File: src/rtl/clip_address_sequencer_if.sv
// Timer/address bundle between the recorder controller (master) and the clip sequencer (slave).
// halfMarker exists only when CLIP_HALF_MARKER_EN is defined.
interface clip_address_sequencer_if #(
    parameter int unsigned ADDR_W = 17
);
    logic              enableTimer;
    logic              recordMode;
    logic [ADDR_W-1:0] startAddress;
    logic [ADDR_W-1:0] memAddress;
    logic              memWriteEn;
    logic              memReadEn;
    logic              sampleTick;
    logic              secondMarker;
    logic              busy;
`ifdef CLIP_HALF_MARKER_EN
    logic              halfMarker;
`endif

    modport master (
        output enableTimer, recordMode, startAddress,
`ifdef CLIP_HALF_MARKER_EN
        input  halfMarker,
`endif
        input  memAddress, memWriteEn, memReadEn, sampleTick, secondMarker, busy
    );

    modport slave (
        input  enableTimer, recordMode, startAddress,
`ifdef CLIP_HALF_MARKER_EN
        output halfMarker,
`endif
        output memAddress, memWriteEn, memReadEn, sampleTick, secondMarker, busy
    );
endinterface

File: src/rtl/clip_address_sequencer.sv
// Paces sample-rate memory strobes through one clip and pulses secondMarker at clip end.
// Optional halfMarker output at the mid-clip tick is enabled by defining CLIP_HALF_MARKER_EN.
module clip_address_sequencer #(
    parameter int unsigned CLK_DIV      = 3125,
    parameter int unsigned CLIP_SAMPLES = 16000,
    parameter int unsigned ADDR_W       = 17
) (
    input logic                     clock,
    input logic                     reset,
    clip_address_sequencer_if.slave bus
);
    localparam int unsigned PreW    = $clog2(CLK_DIV);
    localparam int unsigned SampleW = $clog2(CLIP_SAMPLES);
    localparam logic [PreW-1:0]    PreMax  = PreW'(CLK_DIV - 1);
    localparam logic [SampleW-1:0] LastIdx = SampleW'(CLIP_SAMPLES - 1);
`ifdef CLIP_HALF_MARKER_EN
    localparam logic [SampleW-1:0] HalfIdx = SampleW'(CLIP_SAMPLES / 2);
`endif

    typedef enum logic [1:0] {Idle, Run, Done} state_t;

    state_t              state;
    logic                enablePrev;
    logic                modeQ;
    logic                lastTick;
    logic [PreW-1:0]     prescaler;
    logic [SampleW-1:0]  sampleCount;
    logic [ADDR_W-1:0]   nextAddress;
    logic [ADDR_W-1:0]   memAddressQ;
    logic                writeQ;
    logic                readQ;
    logic                tickQ;
    logic                secondQ;
    logic                busyQ;
`ifdef CLIP_HALF_MARKER_EN
    logic                halfQ;
`endif

    always_ff @(posedge clock or posedge reset) begin
        if (reset) begin
            state       <= Idle;
            // Starts high so a level already present at reset release is not an edge.
            enablePrev  <= 1'b1;
            modeQ       <= 1'b0;
            lastTick    <= 1'b0;
            prescaler   <= '0;
            sampleCount <= '0;
            nextAddress <= '0;
            memAddressQ <= '0;
            writeQ      <= 1'b0;
            readQ       <= 1'b0;
            tickQ       <= 1'b0;
            secondQ     <= 1'b0;
            busyQ       <= 1'b0;
`ifdef CLIP_HALF_MARKER_EN
            halfQ       <= 1'b0;
`endif
        end else begin
            enablePrev <= bus.enableTimer;
            writeQ     <= 1'b0;
            readQ      <= 1'b0;
            tickQ      <= 1'b0;
            secondQ    <= 1'b0;
`ifdef CLIP_HALF_MARKER_EN
            halfQ      <= 1'b0;
`endif
            unique case (state)
                Idle: begin
                    if (bus.enableTimer && !enablePrev) begin
                        state       <= Run;
                        busyQ       <= 1'b1;
                        modeQ       <= bus.recordMode;
                        nextAddress <= bus.startAddress;
                        prescaler   <= '0;
                        sampleCount <= '0;
                        lastTick    <= 1'b0;
                    end
                end
                Run: begin
                    // Abort wins over both clip end and a tick due this cycle.
                    if (!bus.enableTimer) begin
                        state <= Idle;
                        busyQ <= 1'b0;
                    end else if (lastTick) begin
                        state   <= Done;
                        secondQ <= 1'b1;
                    end else if (prescaler == PreMax) begin
                        prescaler   <= '0;
                        tickQ       <= 1'b1;
                        writeQ      <= modeQ;
                        readQ       <= !modeQ;
                        memAddressQ <= nextAddress;
                        nextAddress <= nextAddress + 1'b1;
`ifdef CLIP_HALF_MARKER_EN
                        halfQ       <= (sampleCount == HalfIdx);
`endif
                        // Saturate on the final sample so the counter never wraps.
                        if (sampleCount == LastIdx) begin
                            lastTick <= 1'b1;
                        end else begin
                            sampleCount <= sampleCount + 1'b1;
                        end
                    end else begin
                        prescaler <= prescaler + 1'b1;
                    end
                end
                Done: begin
                    state <= Idle;
                    busyQ <= 1'b0;
                end
                default: begin
                    state <= Idle;
                    busyQ <= 1'b0;
                end
            endcase
        end
    end

    assign bus.memAddress   = memAddressQ;
    assign bus.memWriteEn   = writeQ;
    assign bus.memReadEn    = readQ;
    assign bus.sampleTick   = tickQ;
    assign bus.secondMarker = secondQ;
    assign bus.busy         = busyQ;
`ifdef CLIP_HALF_MARKER_EN
    assign bus.halfMarker   = halfQ;
`endif

endmodule

File: src/flat_wrapper.sv
// flat-port wrapper written by rule: the top's interface ports become plain ports
module clip_address_sequencer_flat 
#(
    parameter int unsigned CLK_DIV      = 3125,
    parameter int unsigned CLIP_SAMPLES = 16000,
    parameter int unsigned ADDR_W       = 17
)
  (clock, reset, bus_enableTimer, bus_recordMode, bus_startAddress, bus_memAddress, bus_memWriteEn, bus_memReadEn, bus_sampleTick, bus_secondMarker, bus_busy);
  clip_address_sequencer_if #(.ADDR_W(ADDR_W)) bus_i ();
  input logic clock;
  input logic reset;
  input wire logic [$bits(bus_i.enableTimer)-1:0] bus_enableTimer;
  input wire logic [$bits(bus_i.recordMode)-1:0] bus_recordMode;
  input wire logic [$bits(bus_i.startAddress)-1:0] bus_startAddress;
  output wire logic [$bits(bus_i.memAddress)-1:0] bus_memAddress;
  output wire logic [$bits(bus_i.memWriteEn)-1:0] bus_memWriteEn;
  output wire logic [$bits(bus_i.memReadEn)-1:0] bus_memReadEn;
  output wire logic [$bits(bus_i.sampleTick)-1:0] bus_sampleTick;
  output wire logic [$bits(bus_i.secondMarker)-1:0] bus_secondMarker;
  output wire logic [$bits(bus_i.busy)-1:0] bus_busy;
  assign bus_i.enableTimer = bus_enableTimer;
  assign bus_i.recordMode = bus_recordMode;
  assign bus_i.startAddress = bus_startAddress;
  assign bus_memAddress = bus_i.memAddress;
  assign bus_memWriteEn = bus_i.memWriteEn;
  assign bus_memReadEn = bus_i.memReadEn;
  assign bus_sampleTick = bus_i.sampleTick;
  assign bus_secondMarker = bus_i.secondMarker;
  assign bus_busy = bus_i.busy;
  clip_address_sequencer #(.CLK_DIV(CLK_DIV), .CLIP_SAMPLES(CLIP_SAMPLES), .ADDR_W(ADDR_W)) u_core (.clock(clock), .reset(reset), .bus(bus_i));
endmodule
File: config.mk
export PLATFORM = sky130hd
export DESIGN_NAME = clip_address_sequencer_flat
export DESIGN_NICKNAME = d
export VERILOG_FILES = /design/src/rtl/clip_address_sequencer_if.sv /design/src/rtl/clip_address_sequencer.sv /design/src/flat_wrapper.sv
export SDC_FILE = /design/constraint.sdc
export NUM_CORES = 1
export LEC_CHECK = 0
export ABC_AREA = 1
export CORE_UTILIZATION = 51
export DETAILED_ROUTE_END_ITERATION = 10
export GPL_TIMING_DRIVEN = 0
export PLACE_DENSITY = 0.77
export SETUP_SLACK_MARGIN = 0.3
export SYNTH_ARGS = -nofsm -noshare
export SYNTH_HDL_FRONTEND = slang
export SYNTH_SLANG_ARGS = --single-unit
File: constraint.sdc
create_clock -name clock -period 2 [get_ports clock]
set_input_delay 0.3 -clock clock [delete_from_list [all_inputs] [get_ports clock]]
set_output_delay 0.3 -clock clock [all_outputs]
set_load 0.005 [all_outputs]
==> results of run 1 <==
-- power by group through the flow --
stage	registers, mW	clock network (mW)	logic [mW]
after CTS	1.73	1.25	0.755
after global placement	1.74	0	0.719
after floorplan	1.71	0	0.553
final	1.74	1.24	0.852
after global routing	1.76	1.32	0.971
after detailed placement	1.75	0	0.744
-- flip-flops by register name, indices dropped and copies added, names as in the netlist --
signal	cells
u_core.bus.memWriteEn	1
u_core.bus.memReadEn	1
u_core.nextAddress	17
u_core.state	2
u_core.bus.sampleTick	1
u_core.bus.secondMarker	1
u_core.lastTick	1
u_core.bus.memAddress	17
u_core.prescaler	12
u_core.sampleCount	14
u_core.bus.busy	1
u_core.enablePrev	1
u_core.modeQ	1
-- final cells by class --
class	count	area, um2
fill	612	2460
timing repair buffer	52	543
clock inverter	4	72.6
sequential	70	1750
buffer	16	146
clock buffer	12	135
multi-input combinational	395	1950
tap	99	124
inverter	49	188
-- per-stage QoR --
| stage | utilization [%] | setup slack, ns | area, um2 | hold WS, ns | instances |
|---|---|---|---|---|---|
| finish | 66.7 | 0.381 | 4910 | 0.390 | 697 |
| global route | 66.7 | 0.271 | 4910 | 0.427 | 697 |
| CTS | 64.3 | 0.310 | 4740 | 0.410 | 687 |
| detailed placement | 61.3 | 0.0634 | 4520 | 0.416 | 671 |
| global placement | 61.1 | 0.0607 | 4500 | 0.411 | 670 |
| floorplan | - | 0.489 | 3960 | 0.304 | 529 |
-- metal layers --
| metal | global-route usage [%] | routed length (um) | up-vias |
|---|---|---|---|
| li1 | - | - | 1817 |
| met1 | 30.8 | 4160 | 1739 |
| met2 | 37.9 | 4490 | 103 |
| met3 | 4.23 | 485 | 18 |
| met4 | 8.33 | 168 | 0 |
| met5 | 0 | 0 | - |
-- worst max-delay path by stage --
stage,cells past startpoint,to,start,slack (ns)
final,10,u_core.sampleCount[3],u_core.prescaler[1],0.38
after global routing,8,u_core.sampleCount[8],u_core.sampleCount[1],0.27
after CTS,10,u_core.sampleCount[3],u_core.prescaler[1],0.31
after detailed placement,10,u_core.nextAddress[11],bus_enableTimer,0.06
after global placement,2,u_core.prescaler[7],reset,0.06
after floorplan,10,u_core.sampleCount[2],u_core.prescaler[0],0.49
-- repair_timing --
action | 4_1_cts | 5_1_grt
setup endpoints to repair | 45 | 52
hold buffers | 0 | 0
buffers inserted | 0 | 7
cloned | 0 | 3
resized for setup | 3 | 18
pin swaps | 0 | 4
-- kinds of logic after synthesis --
kind of cell | synth area share, %
xor+xnor | 1.11
flops | 44.4
compound gates | 9.66
buf+inv | 8.17
simple gates | 35.4
fa+ha+maj | 1.27
-- worst max-delay path: cells and delay by family, from the launching register on --
family | cells | cell delay (ns)
AND/OR/NAND/NOR | 6 | 0.62
flip-flops | 1 | 0.42
buffers and inverters | 2 | 0.28
adder cells (fa/ha/maj) | 1 | 0.15
AO/OA/AOI/OAI | 1 | 0.05
-- cells in the final DEF (no fill, tap or decap), types with 2 or more instances in the layout --
| cell | count |
|---|---|
| o21ai_0 | 16 |
| inv_2 | 6 |
| nor3_2 | 3 |
| clkdlybuf4s50_1 | 42 |
| ha_1 | 3 |
| nor2_4 | 2 |
| clkinvlp_4 | 2 |
| buf_2 | 6 |
| o21ai_1 | 14 |
| nand3_2 | 3 |
| bufinv_16 | 2 |
| buf_4 | 8 |
| a21oi_1 | 5 |
| nand3_1 | 38 |
| nor2_1 | 73 |
| or2_2 | 3 |
| dfrtp_1 | 69 |
| clkbuf_16 | 2 |
| nand4_1 | 14 |
| xor2_1 | 5 |
| inv_1 | 42 |
| buf_8 | 2 |
| nand2_4 | 5 |
| nand2_1 | 173 |
| nand3_4 | 2 |
| nand2_2 | 7 |
| buf_6 | 7 |
| clkbuf_8 | 9 |
| o21ai_2 | 21 |
| clkbuf_1 | 3 |
==> results.ini, run 1 <==
[clocking]
cts_buffer_depth = 2
clk_pin_slew_ns = 0.09
h-tree-depth = 3
numClockSinks = 70
cts_tree = done
clk_latency_ns = 0.35
clockRootBuffer = clkbuf_8
cts_buffers = 9

[die]
rows = 31
fp.dieW_um = 90.0
die-area_um2 = 8100
core-area_um2 = 7370
io-pin-count = 43
start_util_pct = 53.6
fp.dieH_um = 90.0

[synth]
ys_types = 31
synth.most_common_cell = nand2_1
synth-edff-count = 0
async_flop_share_pct = 100
synth_top_area_cell = dfrtp_1
yosys-top-cells-area = dfrtp_1 (44%), nand2_1 (17%), nor2_1 (6.9%), nand3_1 (4.8%), o21ai_2 (4.7%)
synth_top_area_share_pct = 43.7
ys_seq_area_share_pct = 44.4
synthFlopType = dfrtp_1
synthesis.nets = 554
netlist_instances = 529
syn_area_per_cell_um2 = 7.47
synthesis.area_um2 = 3950
yosysWarnings = 0
ys_seq_elements = 70
synth_commonest_cells = nand2_1 (181), nor2_1 (73), dfrtp_1 (69), inv_1 (46), nand3_1 (38)

[power]
clkPwrFrac_pct = 32.3
p_leak_nw = 2.25
switching_share_pct = 31.8
finalPower_mw = 3.82
ir_drop_mv = 0.398
power_frac_seq_pct = 45.4
switching_power_mw = 1.22
power_density_nw_per_um2 = 778
internal-power_mw = 2.61
pwr-share-comb_pct = 22.3

[routing]
drt_iter0_markers = 217
firstDrtPassIters = 6
drtAntennaViolNets = 0
route.detailed.drc = 0
route.vias.total = 3677
wl_per_cell_um = 13.3
routed_wl_um = 9300
via_per_inst = 5.28

[setup_path]
rrSetupSlack_ns = 0.38
worstPathArrival_ns = 1.85
cp.required_ns = 2.24
r2r-end = u_core.sampleCount[3]
worstSetupPathType = reg -> reg
slowest_delay_ns = 0.42
crit_top_cell = nand2_4
worst_path_max_delay_cell = dfrtp_1
r2r_cells = 10
r2r-start = u_core.prescaler[1]
crit_chain = inv_2, ha_4, nand2_4, nor2_4, nand3_2, nand2_4, nand3_4, buf_8, nand2_1, o21ai_2
cp-end-kind = register
startpoint_type = register
path_max_fanout = 5

[global_route]
antenna_found_initial = 0
grt_pass1_wl_um = 15200
grt_pass1_vias = 3357
grt_max_degree = 41
grt_usage_pct = 23.2
grt-ovfl-total = 0

[timing]
rsz0062_at_grt = true
max_freq_mhz = 618
fin_crit_ns = 1.62
finalCritPeriodShare_pct = 80.9
slew-limit-headroom_pct = 54.3
drv_slew = 0
setup_viol = 0
tightest_slew_ns = 0.685
hold_viol = 0
clock_skew_ns = 0.0189
tns_ns = 0

[layout]
final_layout_size_suffix_gt1_share_pct = 15.9
fin_nets = 618
area_delta_synth_final_pct = 24.3
antenna-diode-count = 0

[min_path]
hp-class = in -> async

[place]
dp.final_hpwl_um = 6410
gp_congestion = 0.886
io_buffers = 42

[run_status]
outcome = completed

[run]
max_cap_violations = 0

No activity file was read; power rests on OpenSTA's default activity.
==> run 2, diff against run 1 <==
--- a/config.mk
+++ b/config.mk
@@ -6,10 +6,10 @@
 export NUM_CORES = 1
 export LEC_CHECK = 0
 export ABC_AREA = 1
-export CORE_UTILIZATION = 51
+export CORE_UTILIZATION = 57
 export DETAILED_ROUTE_END_ITERATION = 10
 export GPL_TIMING_DRIVEN = 0
-export PLACE_DENSITY = 0.77
+export PLACE_DENSITY = 0.81
 export SETUP_SLACK_MARGIN = 0.3
 export SYNTH_ARGS = -nofsm -noshare
 export SYNTH_HDL_FRONTEND = slang
==> constraint.sdc (replaced) <==
create_clock -name clock -period 1.6 [get_ports clock]
set_input_delay 0.24 -clock clock [delete_from_list [all_inputs] [get_ports clock]]
set_output_delay 0.24 -clock clock [all_outputs]
set_load 0.005 [all_outputs]
==> run 2 against run 1 <==
The flow now finishes with violations (negative setup slack). Via count is 15% higher. Cell count increased by 2.3%. Critical path depth rose by 2. Critical endpoint is now u_core.nextAddress[3].
==> results.ini, run 2 (same netlist as run 1, synthesis figures left out) <==
[layout]
final_layout_size_suffix_gt1_share_pct = 28.1  ; +12 points
num-fill-cells = 332  ; -46%
layout_commonest_cell = nand2_1
antenna-diode-count = 0  ; unchanged
fin_area_um2 = 5630  ; +15%
final_cell_mix = nand2_1 (163), dfrtp_1 (69), nor2_1 (59), inv_1 (39), nand3_1 (35)
fin_cells = 713  ; +2.3%
area_delta_synth_final_pct = 42.6
fin_nets = 656  ; +6.1%
final_util_pct = 86.2  ; +20 points

[timing]
drv_slew = 0  ; unchanged
clock_skew_ns = 0.00809  ; -0.0109 ns
slew-limit-headroom_pct = 46.2  ; -8.1 points
tightest_slew_ns = 0.805  ; +0.121 ns
fin_crit_ns = 1.67  ; +0.0524 ns
hold_viol = 0  ; unchanged
setup_viol = 48  ; +48
rsz0062_at_grt = true
worst_slack_ns = -0.0709  ; -0.452 ns
max_freq_mhz = 598  ; -3.1%
finalCritPeriodShare_pct = 104  ; +24 points

[die]
core-area_um2 = 6530  ; -11%
die-area_um2 = 7270  ; -10%
start_util_pct = 60.5  ; +6.9 points
rows = 29  ; -6.5%
fp.dieW_um = 85.3  ; -5.3%
fp.dieH_um = 85.3  ; -5.3%
io-pin-count = 43  ; unchanged

[clocking]
clk_latency_ns = 0.36  ; about the same
numClockSinks = 70  ; unchanged
clk_pin_slew_ns = 0.08  ; about the same
cts_tree = done
cts_buffers = 9  ; unchanged
cts_buffer_depth = 2  ; unchanged
clockRootBuffer = clkbuf_8
h-tree-depth = 3  ; unchanged

[power]
power_density_nw_per_um2 = 974  ; +25%
ir_drop_mv = 0.745  ; +87%
p_leak_nw = 2.70  ; +20%

[global_route]
grt_usage_pct = 32.4  ; +9.2 points
antenna_found_initial = 0  ; unchanged
grt_max_degree = 37  ; -9.8%
grt_pass1_wl_um = 18400  ; +21%
grt_pass1_vias = 3954  ; +18%
grt-ovfl-total = 0  ; unchanged

[setup_path]
worstSetupPathType = reg -> reg
crit_top_cell = nand2_4
cp.required_ns = 1.88  ; -0.36 ns
worst_path_max_delay_cell = dfrtp_1
worstPathArrival_ns = 1.95  ; +0.10 ns
startpoint_type = register
path_max_fanout = 5  ; unchanged
crit_chain = inv_2, ha_4, nand2_4, nor2_4, nand3_2, nand2_4, buf_12, nand2_8, inv_8, buf_6, nand2_1, o21ai_1
cp-end-kind = register
slowest_delay_ns = 0.41  ; about the same

[place]
io_buffers = 42  ; unchanged
placedInstanceArea_um2 = 4510  ; -0.30%
dp.final_hpwl_um = 6510  ; +1.5%
gp_congestion = 0.886  ; about the same
dp.cells = 649  ; -3.3%
dp_slack_ns = -0.311  ; -0.375 ns

[routing]
drt_iter0_markers = 525  ; +140%
drtAntennaViolNets = 0  ; unchanged
wl_per_cell_um = 18.1  ; +35%
route.detailed.drc = 0  ; unchanged
route.vias.total = 4244  ; +15%
firstDrtPassIters = 8  ; +2
via_per_inst = 5.95  ; +13%
routed_wl_um = 12900  ; +38%

[run]
max_cap_violations = 0  ; unchanged

[run_status]
violations = negative setup slack
outcome = finished with violations

[min_path]
hp-class = in -> reg

## run 2: cell types whose count changed in the layout (fill, tap and decap cells not counted), sizes merged
| cell | delta |
|---|---|
| clkinv | +3 |
| clkdlybuf4s50 | -23 |
| bufinv | +1 |
| inv | -1 |
| dlygate4sd2 | +23 |
| bufbuf | +1 |
| buf | +34 |
## run 2: worst paths after layout
path,start,end,slack (ns),cells past startpoint
worst min-delay path,bus_enableTimer,u_core.enablePrev,0.20,1
worst max register to register,u_core.prescaler[0],u_core.nextAddress[3],-0.07,12
worst min register to register,u_core.bus.memAddress[2],u_core.bus.memAddress[2],0.48,2
min in group asynchronous,reset,u_core.bus.memAddress[1],0.37,2
worst max-delay path,u_core.prescaler[0],u_core.nextAddress[3],-0.07,12
max in group asynchronous,reset,u_core.enablePrev,0.52,3
## run 2: critical path: cells and delay by family (launching register included)
kind / cells / cell delay [ns]
AND/OR/NAND/NOR: 6 / 0.50
AO/OA/AOI/OAI: 1 / 0.09
adder cells (fa/ha/maj): 1 / 0.16
buffers and inverters: 4 / 0.42
flip-flops: 1 / 0.41
## run 2: area by class of cell
type | count | area, um2 | area share [%]
flip-flops and latches | 70 | 1750 | 31.1
clock buffers | 9 | 124 | 2.20
multi-input cells | 395 | 2200 | 39.0
plain buffers | 16 | 195 | 3.47
repair buffers | 90 | 956 | 17.0
clock inverters | 7 | 113 | 2.00
inverters | 49 | 200 | 3.55
well taps | 77 | 96.3 | 1.71
## run 2: layer usage
| layer | global-route usage [%] | part of all wire, % | routed length, um | vias up |
|---|---|---|---|---|
| li1 | - | - | - | 1894 |
| met1 | 38.6 | 36 | 4670 | 1979 |
| met2 | 57.8 | 49 | 6320 | 284 |
| met3 | 4.09 | 8.5 | 1090 | 87 |
| met4 | 16.1 | 6.1 | 787 | 0 |
| met5 | 0 | 0 | 0 | - |
## run 2: timing repair
item / in CTS / in global routing
hold endpoints to repair: 0 / 0
setup endpoints to repair: 86 / 66
resized for setup: 76 / 69
buffers inserted: 30 / 9
cloned: 4 / 5
pin swaps: 8 / 14
hold buffers: 0 / 0
## run 2: power breakdown
group	internal (mW)	total [mW]	switching, mW	leakage [nW]
clock	1.03	1.75	0.719	0.119
combinational	0.672	1.56	0.884	1.64
sequential	1.96	2.19	0.231	0.939
## run 2: metrics by stage
step | setup TNS, ns | power (mW) | hold WS (ns)
after floorplan | 0 | 2.84 | 0.244
after global placement | -31.26 | 3.08 | 0.406
after detailed placement | -15.15 | 3.14 | 0.421
after CTS | 0 | 5.15 | 0.192
final | -1.21 | 5.49 | 0.203
after global routing | -5.27 | 5.69 | 0.198
==> run 3, diff against run 2 <==
--- a/config.mk
+++ b/config.mk
@@ -9,6 +9,7 @@
 export CORE_UTILIZATION = 57
 export DETAILED_ROUTE_END_ITERATION = 10
 export GPL_TIMING_DRIVEN = 0
+export HOLD_SLACK_MARGIN = 0.1
 export PLACE_DENSITY = 0.81
 export SETUP_SLACK_MARGIN = 0.3
 export SYNTH_ARGS = -nofsm -noshare
==> results of run 3 <==
The final DEF is identical to that of run 2; final timing and power are the same.
==> RTL edit (config.mk and constraints of run 2) <==
Re-encode `state_t` (3 states) as one-hot, 3 bits wide.
--- a/src/rtl/clip_address_sequencer.sv
+++ b/src/rtl/clip_address_sequencer.sv
@@ -18,5 +18,5 @@
 `endif
 
-    typedef enum logic [1:0] {Idle, Run, Done} state_t;
+    typedef enum logic [2:0] {Idle = 3'b001, Run = 3'b010, Done = 3'b100} state_t;
 
     state_t              state;
Behaviour: no difference found for any inputs over 10 cycles, from zero or initial values and one cycle with reset high; not proved beyond that.
==> RTL edit against run 2 <==
- the run still ends with setup timing left
- area after synthesis rose by 6.1%
- synthesized cell count rose by 7.0%
- combinational power rose by 41%
- setup slack got worse by 23 ps
- final area rose by 2.9%
- power rose by 7.6%
- wire length rose by 4.6%
- sequential cell count rose by 1
- sequential power rose by 8%
- hold slack improved by 58 ps
- critical path type is now input port to flop
- largest cell class unchanged
==> RTL edit: results (changes against run 2) <==
stage,metric,value,unit,change
routing,drt_iter0_markers,522,,-0.57%
clock_network,clockRootBuffer,clkbuf_8,,
routing,wl,13500,um,+4.6%
power,peakVddDrop,675,uV,-9.5%
synthesis,yosysWarnings,0,,unchanged
routing,dr.pass1.iters,5,,-3
synthesis,synth_cell_type_count,31,,unchanged
synthesis,ys_seq_area_share,42.4,%,-1.9 points
synthesis,synth_compound_area_share,9.25,%,-0.41 points
layout,diodes,0,,unchanged
critical_path,cp.arrival,1950,ps,about the same
place,gp_congestion,0.928,,+4.7%
worst_hold_path,hp-class,input port to flop,,
synthesis,synth_top_family_by_area,simple AND/OR/NAND/NOR gates,,
sta,finClkSkew,14.8,ps,+6.75 ps
place,dp_slack,-307,ps,+4.08 ps
global_routing,grt_pass1_wl,19100,um,+4.0%
synthesis,async_reset_ff_share,100,%,unchanged
sta,max_slew_margin,51.8,%,+5.6 points
global_routing,grt_max_degree,43,,+16%
clock_network,clkTransAtPathRegs,90,ps,
sta,setup_slack,-94.0,ps,-23.1 ps
power,p_leak,0.00275,uW,+1.8%
sta,setup_viol,51,,+6.3%
synthesis,synth_commonest_cells,"nand2_1 (180), dfrtp_1 (69), inv_1 (64)",,
clock_network,cts_htree_levels,3,,unchanged
synthesis,synth_xor_area_share,1.04,%,-0.064 points
place,port_buffers,42,,unchanged
synthesis,synth_fa_ha_area_share,1.19,%,-0.073 points
clock_network,cts.path.max_buffers,2,,unchanged
global_routing,antenna_found_initial,0,,unchanged
clock_network,cts_buffers,9,,unchanged
synthesis,syn_nets,591,,+6.7%
place,dpl.hpwl,7040,um,+8.1%
critical_path,cp_max_fo,5,,unchanged
layout,n_fill_cell,398,,+20%
clock_network,clock_latency,370,ps,
global_routing,grt_usage,33.0,%,+0.62 points
routing,viasPerCell,5.81,,-2.5%
synthesis,yosys-top-cells-area,"dfrtp_1 (41%), nand2_1 (16%), nand3_1 (6.1%), o21ai_2 (6.1%), inv_1 (5.7%)",,
layout,drive_gt1_share,29.2,%,+1.1 points
place,placed_cell_area,0.00478,mm2,+6.2%
global_routing,grt_pass1_vias,4005,,+1.3%
clock_network,postCtsHoldBufs,0,,unchanged
status,violations,setup timing,,
synthesis,muxShareOfSynthArea,0,%,unchanged
layout,nets,691,,+5.3%
status,status,finished with violations,,
## RTL edit: changes by cell type in the layout (fill, tap and decap cells not counted), moves of 5 or more
cell,delta
buf_6,-13
nor2_2,+6
nand3_1,+13
or2_2,+9
nor3_1,+5
nor2_4,-6
nand4_1,+5
buf_4,+9
nand2_4,+9
inv_1,+16
nor2_1,-8
nand2_1,-7
## RTL edit: cell families (layout without fill, tap and decap cells)
| group | count (synthesis) | count (layout) |
|---|---|---|
| AND/OR/NAND/NOR | 348 | 348 |
| AO/OA/AOI/OAI | 55 | 55 |
| flip-flops | 71 | 71 |
| buffers and inverters | 83 | 188 |
| adder cells (fa/ha/maj) | 4 | 4 |
| XOR/XNOR | 5 | 5 |
## RTL edit: layout make-up
class                      count  area (um2)  area share [%]
tap                           96         120            2.07
timing repair buffer          89         891            15.4
clock buffer                  12         145            2.50
sequential                    71        1780            30.8
inverter                      68         279            4.82
multi-input combinational    412        2330            40.3
clock inverter                 4        22.5           0.389
buffer                        15         219            3.78
## RTL edit: where the power goes
part           switching (uW)  internal [uW]
clock                     736            599
sequential                308           2060
combinational            1290            915
## RTL edit: metrics by stage
stage | hold slack (ps) | instances | power, uW | TNS [ps]
after global placement | 426 | 704 | 3730 | -31740
after floorplan | 244 | 566 | 3370 | 0
final | 262 | 767 | 5910 | -1770
after CTS | 222 | 756 | 5510 | 0
after global routing | 253 | 767 | 6160 | -7150
after detailed placement | 430 | 705 | 3810 | -12090
## RTL edit: layer usage
metal / global-route usage [%] / part of all wire, % / vias up
met5: 0 / 0 / -
met4: 15.6 / 5.8 / 0
met3: 7.07 / 9.0 / 84
met2: 53.4 / 47 / 310
met1: 42.3 / 38 / 2054
li1: - / - / 2005
## RTL edit: final timing paths
check,start,endpoint,slack (ps),depth (start not counted)
min in group asynchronous,reset,u_core.prescaler[8],330,2
min reg2reg,u_core.modeQ,u_core.bus.memReadEn,450,1
min,bus_enableTimer,u_core.enablePrev,260,1
max,bus_enableTimer,u_core.prescaler[11],-90,10
max reg2reg,u_core.prescaler[7],u_core.bus.memAddress[9],-90,9
max in group asynchronous,reset,u_core.state[0],550,3
## RTL edit: timing repair
action | in CTS | in global routing
pin swaps | 8 | 9
setup buffers | 32 | 8
endpoints found under the setup margin | 90 | 68
gates cloned | 3 | 3
gates resized for setup | 92 | 53
## RTL edit: worst max-delay path: stages
cell           delay [ps]
dlygate4sd2_1         420
inv_1                 190
nor2_2                280
nand2_4               120
nand2_8               120
buf_4                 120
buf_2                 150
nand4_1               110
nand2_1               110
nor2_1                 70
